**config.mk**
```make
export PLATFORM = sky130hd
export DESIGN_NAME = quad_latch_scheduler_flat
export DESIGN_NICKNAME = d
export VERILOG_FILES = /design/src/rtl/quad_latch_pkg.sv /design/src/rtl/quad_latch_scheduler_if.sv /design/src/rtl/quad_latch_scheduler_rr_arb2.sv /design/src/rtl/quad_latch_scheduler.sv /design/src/flat_wrapper.sv
export SDC_FILE = /design/constraint.sdc
export NUM_CORES = 1
export LEC_CHECK = 0
export CAP_MARGIN = 20
export CORE_AREA = 4 4 57 59
export DETAILED_ROUTE_END_ITERATION = 7
export DIE_AREA = 0 0 61 63
export PLACE_DENSITY = 0.77
export SYNTH_ARGS = -nofsm -noshare
export SYNTH_HDL_FRONTEND = slang
export SYNTH_SLANG_ARGS = --single-unit
```
**constraint.sdc**
```tcl
create_clock -name CLK_DRV -period 2.3 [get_ports CLK_DRV]
set_input_delay 0.46 -clock CLK_DRV [delete_from_list [all_inputs] [get_ports CLK_DRV]]
set_output_delay 0.46 -clock CLK_DRV [all_outputs]
set_load 0.02 [all_outputs]
```
**src/rtl/quad_latch_pkg.sv**
```systemverilog
// Shared types and defaults for the quad latch scheduler.
// Used by the top level and by the testbench.
package quad_latch_pkg;

    localparam int unsigned CNT_W         = 4;
    localparam int unsigned PULSE_LEN_DEF = 2;
    localparam int unsigned CLR_LEN_DEF   = 2;

    typedef logic [CNT_W-1:0] cnt_t;

    typedef enum logic [2:0] {
        ST_CLEAR,
        ST_IDLE,
        ST_SETUP,
        ST_PULSE,
        ST_HOLD
    } state_e;

endpackage

```
**src/rtl/quad_latch_scheduler_if.sv**
```systemverilog
// Request/acknowledge handshake and latch-bank pins of the quad latch scheduler.
// The requester side uses the master modport; the scheduler uses the slave modport.
interface quad_latch_scheduler_if;

    logic [1:0] REQ;
    logic [3:0] DATA0;
    logic [3:0] DATA1;
    logic       CLR_REQ;
    logic [1:0] ACK;
    logic       CLR_ACK;
    logic       LATCH_CLK;
    logic       LATCH_CLR_N;
    logic [3:0] LATCH_D;
    logic [3:0] SHADOW_Q;
    logic       BUSY;

    modport master (
        output REQ, DATA0, DATA1, CLR_REQ,
        input  ACK, CLR_ACK, LATCH_CLK, LATCH_CLR_N, LATCH_D, SHADOW_Q, BUSY
    );

    modport slave (
        input  REQ, DATA0, DATA1, CLR_REQ,
        output ACK, CLR_ACK, LATCH_CLK, LATCH_CLR_N, LATCH_D, SHADOW_Q, BUSY
    );

endinterface

```
**src/rtl/quad_latch_scheduler_rr_arb2.sv**
```systemverilog
// Two-way round-robin arbiter with a registered last-grant bit.
// On a tie the requester not granted last wins; last-grant resets to 1.
module rr_arb2 (
    input  logic       clk,
    input  logic       rst,
    input  logic [1:0] req,
    input  logic       update,
    output logic       gnt
);

    logic last_q;
    logic last_d;

    always_comb begin
        case (req)
            2'b01:   gnt = 1'b0;
            2'b10:   gnt = 1'b1;
            2'b11:   gnt = ~last_q;
            default: gnt = 1'b0;
        endcase
        last_d = update ? gnt : last_q;
    end

    always_ff @(posedge clk) begin
        if (rst) begin
            last_q <= 1'b1;
        end else begin
            last_q <= last_d;
        end
    end

endmodule

```
**src/rtl/quad_latch_scheduler.sv**
```systemverilog
// Sequences loads and clears of an external quad D-FF bank for two requesters.
// All bank pins and handshake outputs come straight from flops.
module quad_latch_scheduler
    import quad_latch_pkg::*;
#(
    parameter int unsigned PULSE_LEN = PULSE_LEN_DEF,
    parameter int unsigned CLR_LEN   = CLR_LEN_DEF
) (
    input logic                   CLK_DRV,
    input logic                   RESET,
    quad_latch_scheduler_if.slave bus
);

    state_e     state_q, state_d;
    cnt_t       cnt_q, cnt_d;
    logic       latch_clk_q, latch_clk_d;
    logic       latch_clr_n_q, latch_clr_n_d;
    logic [3:0] latch_d_q, latch_d_d;
    logic [3:0] shadow_q, shadow_d;
    logic [1:0] ack_q, ack_d;
    logic       clr_ack_q, clr_ack_d;
    logic       busy_q, busy_d;
    logic       clr_pend_q, clr_pend_d;
    logic       grant_q, grant_d;
    logic       arb_gnt;
    logic       arb_update;

    rr_arb2 u_arb (
        .clk    (CLK_DRV),
        .rst    (RESET),
        .req    (bus.REQ),
        .update (arb_update),
        .gnt    (arb_gnt)
    );

    always_comb begin
        state_d       = state_q;
        cnt_d         = cnt_q;
        latch_clk_d   = 1'b0;
        latch_clr_n_d = 1'b1;
        latch_d_d     = latch_d_q;
        shadow_d      = shadow_q;
        ack_d         = '0;
        clr_ack_d     = 1'b0;
        clr_pend_d    = clr_pend_q;
        grant_d       = grant_q;
        arb_update    = 1'b0;

        case (state_q)
            ST_CLEAR: begin
                latch_clr_n_d = 1'b0;
                if (cnt_q <= cnt_t'(1)) begin
                    // clr_pend_q separates a requested clear from the power-on clear
                    state_d       = ST_IDLE;
                    latch_clr_n_d = 1'b1;
                    shadow_d      = '0;
                    clr_ack_d     = clr_pend_q;
                    clr_pend_d    = 1'b0;
                end else begin
                    cnt_d = cnt_q - cnt_t'(1);
                end
            end
            ST_IDLE: begin
                if (bus.CLR_REQ) begin
                    state_d       = ST_CLEAR;
                    cnt_d         = cnt_t'(CLR_LEN);
                    latch_clr_n_d = 1'b0;
                    clr_pend_d    = 1'b1;
                end else if (|bus.REQ) begin
                    state_d    = ST_SETUP;
                    grant_d    = arb_gnt;
                    latch_d_d  = arb_gnt ? bus.DATA1 : bus.DATA0;
                    arb_update = 1'b1;
                end
            end
            ST_SETUP: begin
                state_d     = ST_PULSE;
                cnt_d       = cnt_t'(PULSE_LEN);
                latch_clk_d = 1'b1;
                shadow_d    = latch_d_q;
            end
            ST_PULSE: begin
                if (cnt_q <= cnt_t'(1)) begin
                    state_d        = ST_HOLD;
                    ack_d[grant_q] = 1'b1;
                end else begin
                    latch_clk_d = 1'b1;
                    cnt_d       = cnt_q - cnt_t'(1);
                end
            end
            ST_HOLD: begin
                state_d = ST_IDLE;
            end
            default: begin
                state_d       = ST_CLEAR;
                cnt_d         = cnt_t'(CLR_LEN);
                latch_clr_n_d = 1'b0;
            end
        endcase

        busy_d = (state_d != ST_IDLE);
    end

    always_ff @(posedge CLK_DRV) begin
        if (RESET) begin
            state_q       <= ST_CLEAR;
            cnt_q         <= cnt_t'(CLR_LEN);
            latch_clk_q   <= 1'b0;
            latch_clr_n_q <= 1'b0;
            latch_d_q     <= '0;
            shadow_q      <= '0;
            ack_q         <= '0;
            clr_ack_q     <= 1'b0;
            busy_q        <= 1'b1;
            clr_pend_q    <= 1'b0;
            grant_q       <= 1'b0;
        end else begin
            state_q       <= state_d;
            cnt_q         <= cnt_d;
            latch_clk_q   <= latch_clk_d;
            latch_clr_n_q <= latch_clr_n_d;
            latch_d_q     <= latch_d_d;
            shadow_q      <= shadow_d;
            ack_q         <= ack_d;
            clr_ack_q     <= clr_ack_d;
            busy_q        <= busy_d;
            clr_pend_q    <= clr_pend_d;
            grant_q       <= grant_d;
        end
    end

    assign bus.ACK         = ack_q;
    assign bus.CLR_ACK     = clr_ack_q;
    assign bus.LATCH_CLK   = latch_clk_q;
    assign bus.LATCH_CLR_N = latch_clr_n_q;
    assign bus.LATCH_D     = latch_d_q;
    assign bus.SHADOW_Q    = shadow_q;
    assign bus.BUSY        = busy_q;

endmodule

```
**src/flat_wrapper.sv**
```systemverilog
// flat-port wrapper written by rule: the top's interface ports become plain ports
module quad_latch_scheduler_flat import quad_latch_pkg::*;
#(
    parameter int unsigned PULSE_LEN = PULSE_LEN_DEF,
    parameter int unsigned CLR_LEN   = CLR_LEN_DEF
)
  (CLK_DRV, RESET, bus_REQ, bus_DATA0, bus_DATA1, bus_CLR_REQ, bus_ACK, bus_CLR_ACK, bus_LATCH_CLK, bus_LATCH_CLR_N, bus_LATCH_D, bus_SHADOW_Q, bus_BUSY);
  quad_latch_scheduler_if bus_i ();
  input logic CLK_DRV;
  input logic RESET;
  input wire logic [$bits(bus_i.REQ)-1:0] bus_REQ;
  input wire logic [$bits(bus_i.DATA0)-1:0] bus_DATA0;
  input wire logic [$bits(bus_i.DATA1)-1:0] bus_DATA1;
  input wire logic [$bits(bus_i.CLR_REQ)-1:0] bus_CLR_REQ;
  output wire logic [$bits(bus_i.ACK)-1:0] bus_ACK;
  output wire logic [$bits(bus_i.CLR_ACK)-1:0] bus_CLR_ACK;
  output wire logic [$bits(bus_i.LATCH_CLK)-1:0] bus_LATCH_CLK;
  output wire logic [$bits(bus_i.LATCH_CLR_N)-1:0] bus_LATCH_CLR_N;
  output wire logic [$bits(bus_i.LATCH_D)-1:0] bus_LATCH_D;
  output wire logic [$bits(bus_i.SHADOW_Q)-1:0] bus_SHADOW_Q;
  output wire logic [$bits(bus_i.BUSY)-1:0] bus_BUSY;
  assign bus_i.REQ = bus_REQ;
  assign bus_i.DATA0 = bus_DATA0;
  assign bus_i.DATA1 = bus_DATA1;
  assign bus_i.CLR_REQ = bus_CLR_REQ;
  assign bus_ACK = bus_i.ACK;
  assign bus_CLR_ACK = bus_i.CLR_ACK;
  assign bus_LATCH_CLK = bus_i.LATCH_CLK;
  assign bus_LATCH_CLR_N = bus_i.LATCH_CLR_N;
  assign bus_LATCH_D = bus_i.LATCH_D;
  assign bus_SHADOW_Q = bus_i.SHADOW_Q;
  assign bus_BUSY = bus_i.BUSY;
  quad_latch_scheduler #(.PULSE_LEN(PULSE_LEN), .CLR_LEN(CLR_LEN)) u_core (.CLK_DRV(CLK_DRV), .RESET(RESET), .bus(bus_i));
endmodule
```
==> results of run 1 <==
worst max-delay path, cell delays in order, from the launching register on:
cell	delay, ps
dfxtp_1	400
inv_1	80
ha_1	230
nor2_1	370
a2111oi_4	80
or4_1	500
a21oi_1	180
layer usage:
metal  share of wire  vias to the layer above
met4          0.0051                        0
met1            0.43                      482
met3           0.050                        2
met2            0.51                       27
met5               0                        -
li1                -                      526
area by class of cell:
class / count / area [um2] / share of cell area
clock inverters: 1 / 30.0 / 0.0201
inverters: 6 / 22.5 / 0.0151
well taps: 31 / 38.8 / 0.0260
multi-input cells: 94 / 622 / 0.417
flip-flops and latches: 24 / 480 / 0.322
repair buffers: 28 / 275 / 0.185
clock buffers: 3 / 22.5 / 0.0151
sequential cells by signal, summed over array words and instances (netlist names):
register,cells
u_core.u_arb.last_q,1
u_core.bus.BUSY,1
u_core.cnt_q,4
u_core.clr_pend_q,1
u_core.bus.LATCH_CLR_N,1
u_core.bus.CLR_ACK,1
u_core.state_q,3
u_core.bus.SHADOW_Q,4
u_core.bus.ACK,2
u_core.grant_q,1
u_core.bus.LATCH_CLK,1
u_core.bus.LATCH_D,4
final timing paths:
path | cells past startpoint | slack [ps] | to | from
setup / recovery | 6 | 380 | u_core.cnt_q[3] | u_core.cnt_q[0]
setup reg to reg | 6 | 380 | u_core.cnt_q[3] | u_core.cnt_q[0]
hold reg to reg | 1 | 470 | u_core.bus.ACK[0] | u_core.grant_q
hold / removal | 1 | 470 | u_core.bus.ACK[0] | u_core.grant_q
power breakdown:
part / internal (W) / leakage, nW / total, W / switching [W]
sequential: 0.000485 / 0.195 / 0.000579 / 0.0000931
combinational: 0.000258 / 0.318 / 0.000547 / 0.000289
clock: 0.000176 / 0.0279 / 0.000310 / 0.000134
total: 0.000920 / 0.541 / 0.00144 / 0.000515
placed cells by master (no fill, tap or decap), types with 2 or more instances in the layout:
master           instances
clkdlybuf4s50_1         26
dfxtp_1                 24
nor2_1                  15
a21oi_1                 15
o21ai_0                  7
inv_1                    6
nand2_1                  5
mux2i_1                  5
a211oi_1                 4
or2_2                    3
nand3_1                  3
o31ai_1                  3
clkbuf_4                 3
nor2b_1                  2
and2_1                   2
nor3_1                   2
nor4_1                   2
or4_1                    2
a2111oi_0                2
ha_1                     2
buf_4                    2
kinds of logic after synthesis:
| group | count (synthesis) |
|---|---|
| muxes | 5 |
| DFF | 24 |
| and+or+nand+nor | 46 |
| adders and majority gates | 2 |
| AOI/OAI and AO/OA | 41 |
| buffers and inverters | 14 |
per-stage QoR:
stage,total power [W],cell area [um2],worst slack [ps],cells,utilization
2_1_floorplan,0.000997,1180,655,132,-
3_3_place_gp,0.00111,1440,260,183,0.531
3_5_place_dp,0.00113,1440,189,183,0.531
4_1_cts,0.00144,1490,391,187,0.550
5_1_grt,0.00154,1490,262,187,0.550
6_report,0.00144,1490,382,187,0.550
==> reports/metrics.cfg, run 1 <==
[cells_and_area]
nets = 172
drive_above_1_share = 0.0897
nFillCells = 249
diodes = 0
synthToLayoutAreaGrowth_pct = 26.5

[drt]
dr.pass1.iters = 4
ant_nets = 0
post_drt_wl_per_cell_um = 13.6
drt-total-wl_um = 2540
route.vias.total = 1037
routed_via_density = 5.55
first_iter_violations = 18
drc = 0

[timing]
finClkSkew_ps = 7.23
max_freq_mhz = 521
hold_violations = 0
fin_crit_sh = 0.834
final_max_slew_viol_count = 0
rsz0062_at_grt = no
holdWs_ps = 468
worst_pin_slew_ps = 542
setup-violations-final = 0
fin_tns_setup_ps = 0
period_needed_ps = 1920
slew_headroom = 0.638

[setup_path]
start_kind = flop
critPathRequiredTime_ps = 2560
end_kind = flop
worstSetupPathType = flop to flop
cp_max_fo = 5
crit_arrival_ps = 2180

[grt]
gr-usage-met3 = 0.0455
gr-usage-met1 = 0.172
grt_busiest_layer = met2
grt_use_total = 0.147
grt_max_degree = 15
grt_pass1_wl_um = 4420
grt_pass1_vias = 1043
globalRouteOverflowTotal = 0
grt_antenna_before_repair = 0
use_met2 = 0.257

[floorplanning]
fp.dieW_um = 61
start_util = 0.435
rows = 19
ioPinCount = 27
dieArea_um2 = 3840
core_um2 = 2710
die_y_um = 63

[clock_network]
clk_pin_slew_ps = 140
hold_buffers = 0
clkLatencyLatePin_ps = 320
cts.htree.levels = 1
post-cts-setup-buffer-count = 0
clock_path_buffers = 2
cts_made_buffers = 3
cts_resized = 0
cts.sinks = 24
root_buffer = clkbuf_4
cts_tree = done

[yosys]
synth.area.top_cells = dfxtp_1 41%, a21oi_1 6.4%, nor2_1 4.8%
synth_compound_area_frac = 0.242
yosysMostFrequentCell = dfxtp_1
synth_seq_area_share = 0.408
synth-adder-area-share = 0.0212
yosys_register_bits = 24
syn_area_per_cell_um2 = 8.93
ys_types = 42
synth_top_family_by_area = compound AO/OA/AOI/OAI gates
yosys.area.top_type = dfxtp_1
synthSimpleGateAreaFrac = 0.222
async_flop_share = 0
synth_ff_type = dfxtp_1
netlist_area_um2 = 1180
yosysTopAreaCellShare = 0.408
syn_inst = 132
synth_warnings = 0
synth_xor_area_frac = 0
synth-edff-count = 0
synthTopCellsByCount = 24 x dfxtp_1, 15 x a21oi_1, 15 x nor2_1, 7 x o21ai_0, 6 x inv_1
synthMuxAreaShare = 0.0425
syn_nets = 147

[power]
ir_drop_uv = 761
power_leakage_nw = 0.541
powerDensity_nw_per_um2 = 962

[hold_path]
min_path_type = flop to flop

[run]
drv_cap = 0

[run_status]
status = completed

[place]
dp_hpwl_um = 1950
place_congestion = 0.772
io_buffers = 26

Note: power is estimated with default switching activity, not from simulation.
==> run 2, diff against run 1 <==
PLACE_DENSITY = 0.8   (was 0.77)
clock period = 1.6 ns   (was 2.3 ns; I/O delays follow)
==> reports/metrics.cfg, run 2 (synthesis results as in run 1) <==
[cells_and_area]
drive_above_1_share = 0.277  ; was 0.0897
nFillCells = 239  ; was 249
multi_input_area_um2 = 687  ; was 622 um2
synthToLayoutAreaGrowth_pct = 42.8  ; was 26.5%
final_cell_mix = 20 x buf_4, 19 x dfxtp_1, 14 x clkdlybuf4s50_1, 13 x nor2_1, 12 x a21oi_1  ; was 26 x clkdlybuf4s50_1, 24 x dfxtp_1, 15 x nor2_1, 15 x a21oi_1, 7 x o21ai_0
nets = 190  ; was 172
regArea_um2 = 487  ; was 480 um2
final_cells = 204  ; was 187
layout_commonest_cell = buf_4  ; was clkdlybuf4s50_1
diodes = 0  ; unchanged

[setup_path]
critPathRequiredTime_ps = 1280  ; was 2560 ps
end_kind = primary output  ; was flop
timing.critical_path.buf_inv = 1  ; unchanged
cpMaxStageDelayCell = clkdlybuf4s50_1  ; was or4_1
crit_chain = clkdlybuf4s50_1  ; was inv_1, ha_1, nor2_1, a2111oi_4, or4_1, a21oi_1
start_kind = flop  ; unchanged
crit_family = buffers and inverters  ; was simple AND/OR/NAND/NOR gates
r2r_cells = 6  ; unchanged
cp_max_fo = 1  ; was 5
crit_arrival_ps = 1230  ; was 2180 ps
cp.depth = 1  ; was 6
worstSetupPathType = flop to primary output  ; was flop to flop
max_stage_delay_ps = 590  ; was 500 ps

[floorplanning]
rows = 19  ; unchanged
dieArea_um2 = 3840  ; unchanged
die_y_um = 63  ; unchanged
core_um2 = 2710  ; unchanged
fp.dieW_um = 61  ; unchanged
start_util = 0.435  ; unchanged
ioPinCount = 27  ; unchanged

[timing]
worst_pin_slew_ps = 448  ; was 542 ps
fin_crit_sh = 0.968
fin_tns_setup_ps = 0  ; unchanged
finClkSkew_ps = 1.08  ; was 7.23 ps
hold_violations = 0  ; unchanged
slew_headroom = 0.698  ; was 0.638
max_freq_mhz = 646
final_max_slew_viol_count = 0  ; unchanged
period_needed_ps = 1550
setup-violations-final = 0  ; unchanged

[clock_network]
clock_path_buffers = 2  ; unchanged
cts_made_buffers = 3  ; unchanged
cts_tree = done  ; unchanged
clk_pin_slew_ps = 120  ; was 140 ps
cts.sinks = 24  ; unchanged
root_buffer = clkbuf_4  ; unchanged
cts.htree.levels = 1  ; unchanged
hold_buffers = 0  ; unchanged
clkLatencyLatePin_ps = 300  ; was 320 ps

[run]
drv_cap = 0  ; unchanged

[run_status]
status = completed  ; unchanged

[drt]
dr.pass1.iters = 4  ; unchanged
drt-total-wl_um = 2870  ; was 2540 um
post_drt_wl_per_cell_um = 14.1  ; was 13.6 um
route.vias.total = 1116  ; was 1037
drc = 0  ; unchanged
first_iter_violations = 54  ; was 18
ant_nets = 0  ; unchanged
routed_via_density = 5.47  ; was 5.55

[hold_path]
min_path_cells = 1  ; unchanged
min_path_type = flop to flop  ; unchanged

[power]
ir_drop_uv = 837  ; was 761 uV
power.total_w = 0.00214  ; was 0.00144 W
powerDensity_nw_per_um2 = 1270  ; was 962 nW/um2
power_leakage_nw = 0.769  ; was 0.541 nW

[place]
io_buffers = 26  ; unchanged
place_congestion = 0.813  ; was 0.772
dp_hpwl_um = 2210  ; was 1950 um
dp.cells = 199  ; was 183

[grt]
grt_use_total = 0.158  ; was 0.147
grt_pass1_wl_um = 4710  ; was 4420 um
globalRouteOverflowTotal = 0  ; unchanged
grt_max_degree = 13  ; was 15
grt_antenna_before_repair = 0  ; unchanged
grt_pass1_vias = 1088  ; was 1043

## run 2: layout make-up
cell class              count  area share
multi-input cells          94       0.408
flip-flops and latches     24       0.289
repair buffers             46       0.253
well taps                  31      0.0230
clock buffers               3      0.0134
inverters                   6      0.0134
## run 2: per-layer routing
| layer | GRT usage | up-vias | routed length [um] |
|---|---|---|---|
| li1 | - | 563 | - |
| met1 | 0.195 | 524 | 1240 |
| met2 | 0.270 | 23 | 1500 |
| met3 | 0.0289 | 6 | 93 |
| met4 | 0.0461 | 0 | 40 |
| met5 | 0 | - | 0 |
## run 2: stage by stage
stage | hold WS, ps | worst slack [ps] | utilization | cell area, um2
final | 456 | 50.9 | 0.621 | 1680
after global routing | 501 | -17.3 | 0.621 | 1680
after CTS | 459 | 2.18 | 0.588 | 1590
after detailed placement | 441 | -273 | 0.576 | 1560
after global placement | 440 | -189 | 0.576 | 1560
after floorplan | 408 | 33.2 | - | 1180
## run 2: final timing paths
| kind | startpoint | slack [ps] | to |
|---|---|---|---|
| setup / recovery | u_core.bus.LATCH_CLR_N | 50 | bus_LATCH_CLR_N |
| hold / removal | u_core.grant_q | 460 | u_core.bus.ACK[0] |
| setup reg to reg | u_core.cnt_q[1] | 60 | u_core.cnt_q[2] |
| hold reg to reg | u_core.grant_q | 460 | u_core.bus.ACK[0] |
## run 2: report_power, final
| part | total, W | internal, W | switching (W) |
|---|---|---|---|
| registers | 0.000812 | 0.000705 | 0.000106 |
| clock network | 0.000255 | 0.0000879 | 0.000167 |
| logic | 0.00107 | 0.000519 | 0.000553 |
## run 2: what timing repair did
action                                 in CTS  in global routing
pin swaps                                   1                  5
setup buffers                               0                  2
resized for setup                           8                 23
endpoints found under the hold margin       0                  0
setup endpoints to repair                  12                 20
==> run 3, diff against run 2 <==
PLACE_DENSITY = 0.77   (was 0.8)
SLEW_MARGIN = 20   (was not set)
clock period = 1.55 ns   (was 1.6 ns; I/O delays follow)
==> reports/metrics.cfg, run 3 (synthesis results as in run 1) <==
[run_status]
status = completed  ; unchanged

[clock_network]
cts_tree = done  ; unchanged
hold_buffers = 0  ; unchanged
clk_pin_slew_ps = 130  ; was 120 ps
cts.htree.levels = 1  ; unchanged
root_buffer = clkbuf_4  ; unchanged
cts.sinks = 24  ; unchanged
clock_path_buffers = 2  ; unchanged
cts_made_buffers = 3  ; unchanged
clkLatencyLatePin_ps = 330  ; was 300 ps

[floorplanning]
dieArea_um2 = 3840  ; unchanged
start_util = 0.435  ; unchanged
fp.dieW_um = 61  ; unchanged
rows = 19  ; unchanged
ioPinCount = 27  ; unchanged
die_y_um = 63  ; unchanged
core_um2 = 2710  ; unchanged

[drt]
dr.pass1.iters = 4  ; unchanged
post_drt_wl_per_cell_um = 14.6  ; was 14.1 um
drc = 0  ; unchanged
route.vias.total = 1121  ; was 1116
drt-total-wl_um = 3010  ; was 2870 um
ant_nets = 0  ; unchanged
routed_via_density = 5.44  ; was 5.47
first_iter_violations = 47  ; was 54

[run]
drv_cap = 0  ; unchanged

[setup_path]
cp_max_fo = 2  ; was 1
worstSetupPathType = flop to flop  ; was flop to primary output
critPathRequiredTime_ps = 1820  ; was 1280 ps
end_kind = flop  ; was primary output
start_kind = flop  ; unchanged
crit_arrival_ps = 1790  ; was 1230 ps

[cells_and_area]
final_cell_mix = 19 x buf_4, 19 x dfxtp_1, 14 x dlygate4sd2_1, 13 x nor2_1  ; was 20 x buf_4, 19 x dfxtp_1, 14 x clkdlybuf4s50_1, 13 x nor2_1, 12 x a21oi_1
fin_util = 0.634  ; was 0.621
design_area_um2 = 1720  ; was 1680 um2
final_cells = 206  ; was 204
synthToLayoutAreaGrowth_pct = 45.8  ; was 42.8%
drive_above_1_share = 0.309  ; was 0.277
nets = 191  ; was 190
diodes = 0  ; unchanged

[grt]
globalRouteOverflowTotal = 0  ; unchanged
grt_use_total = 0.171  ; was 0.158
grt_pass1_vias = 1148  ; was 1088
grt_antenna_before_repair = 0  ; unchanged
grt_pass1_wl_um = 5030  ; was 4710 um
grt_max_degree = 16  ; was 13

[timing]
slew_headroom = 0.713  ; was 0.698
fin_crit_sh = 0.979
final_max_slew_viol_count = 0  ; unchanged
period_needed_ps = 1520
layout_setup_ws_ps = 33.0  ; was 50.9 ps
setup-violations-final = 0  ; unchanged
finClkSkew_ps = 2.72  ; was 1.08 ps
worst_pin_slew_ps = 430  ; was 448 ps
hold_violations = 0  ; unchanged
max_freq_mhz = 659

[power]
power.total_w = 0.00245  ; was 0.00214 W
p_comb_frac = 0.469  ; was 0.501
ir_drop_uv = 1190  ; was 837 uV
pwr-share-seq = 0.342  ; was 0.380
powerDensity_nw_per_um2 = 1430  ; was 1270 nW/um2
clkPwrFrac = 0.189  ; was 0.119
power_switching_w = 0.000884  ; was 0.000826 W
switching_share = 0.361  ; was 0.386
power_leakage_nw = 0.714  ; was 0.769 nW
internal_power_w = 0.00156  ; was 0.00131 W

[place]
post_dp_cell_area_um2 = 1570  ; was 1560 um2
dp_hpwl_um = 2200  ; was 2210 um
io_buffers = 26  ; unchanged
pre_cts_slack_ps = -271  ; was -273 ps
place_congestion = 0.888  ; was 0.813
dp.cells = 200  ; was 199

[hold_path]
min_path_type = flop to flop  ; unchanged

[run 3: through the flow]
step | hold WS (ps) | TNS (ps)
2_1_floorplan | 398 | 0
4_1_cts | 479 | 0
5_1_grt | 506 | -103
3_3_place_gp | 443 | -2000
3_5_place_dp | 458 | -2850
6_report | 491 | 0
[run 3: cell type report]
cell class              count  area [um2]
clock inverters             1        30.0
clock buffers               3        22.5
fillers                   244         992
flip-flops and latches     24         489
repair buffers             47         408
multi-input cells          94         707
well taps                  31        38.8
inverters                   6        22.5
[run 3: final timing paths]
kind              cells past startpoint                   start                      to  slack (ps)
setup / recovery                      4         u_core.cnt_q[1]         u_core.cnt_q[3]          30
hold / removal                        2  u_core.bus.SHADOW_Q[3]  u_core.bus.SHADOW_Q[3]         490
setup reg to reg                      4         u_core.cnt_q[1]         u_core.cnt_q[3]          30
hold reg to reg                       2  u_core.bus.SHADOW_Q[3]  u_core.bus.SHADOW_Q[3]         490
[run 3: routing by layer]
metal,GRT usage,vias up,part of all wire,wire [um]
li1,-,567,-,-
met1,0.209,522,0.44,1330
met2,0.277,25,0.50,1520
met3,0.0434,7,0.035,105
met4,0.0705,0,0.019,56
met5,0,-,0,0
[run 3: critical path: stages (launching register included)]
cell	delay [ps]
dfxtp_2	340
buf_4	130
or3_4	360
or4_4	520
a21oi_2	120
[run 3: power by group through the flow]
stage	logic (W)	clock network (W)	registers (W)
after global routing	0.00126	0.000502	0.000856
final	0.00115	0.000462	0.000838
after floorplan	0.000670	0	0.000829
after CTS	0.00101	0.000471	0.000820
after global placement	0.000978	0	0.000827
after detailed placement	0.00100	0	0.000829
[run 3: what timing repair did]
action | CTS | global route
gates cloned | 0 | 0
pin swaps | 2 | 8
endpoints found under the setup margin | 25 | 16
buffers inserted | 0 | 2
resized for setup | 19 | 24
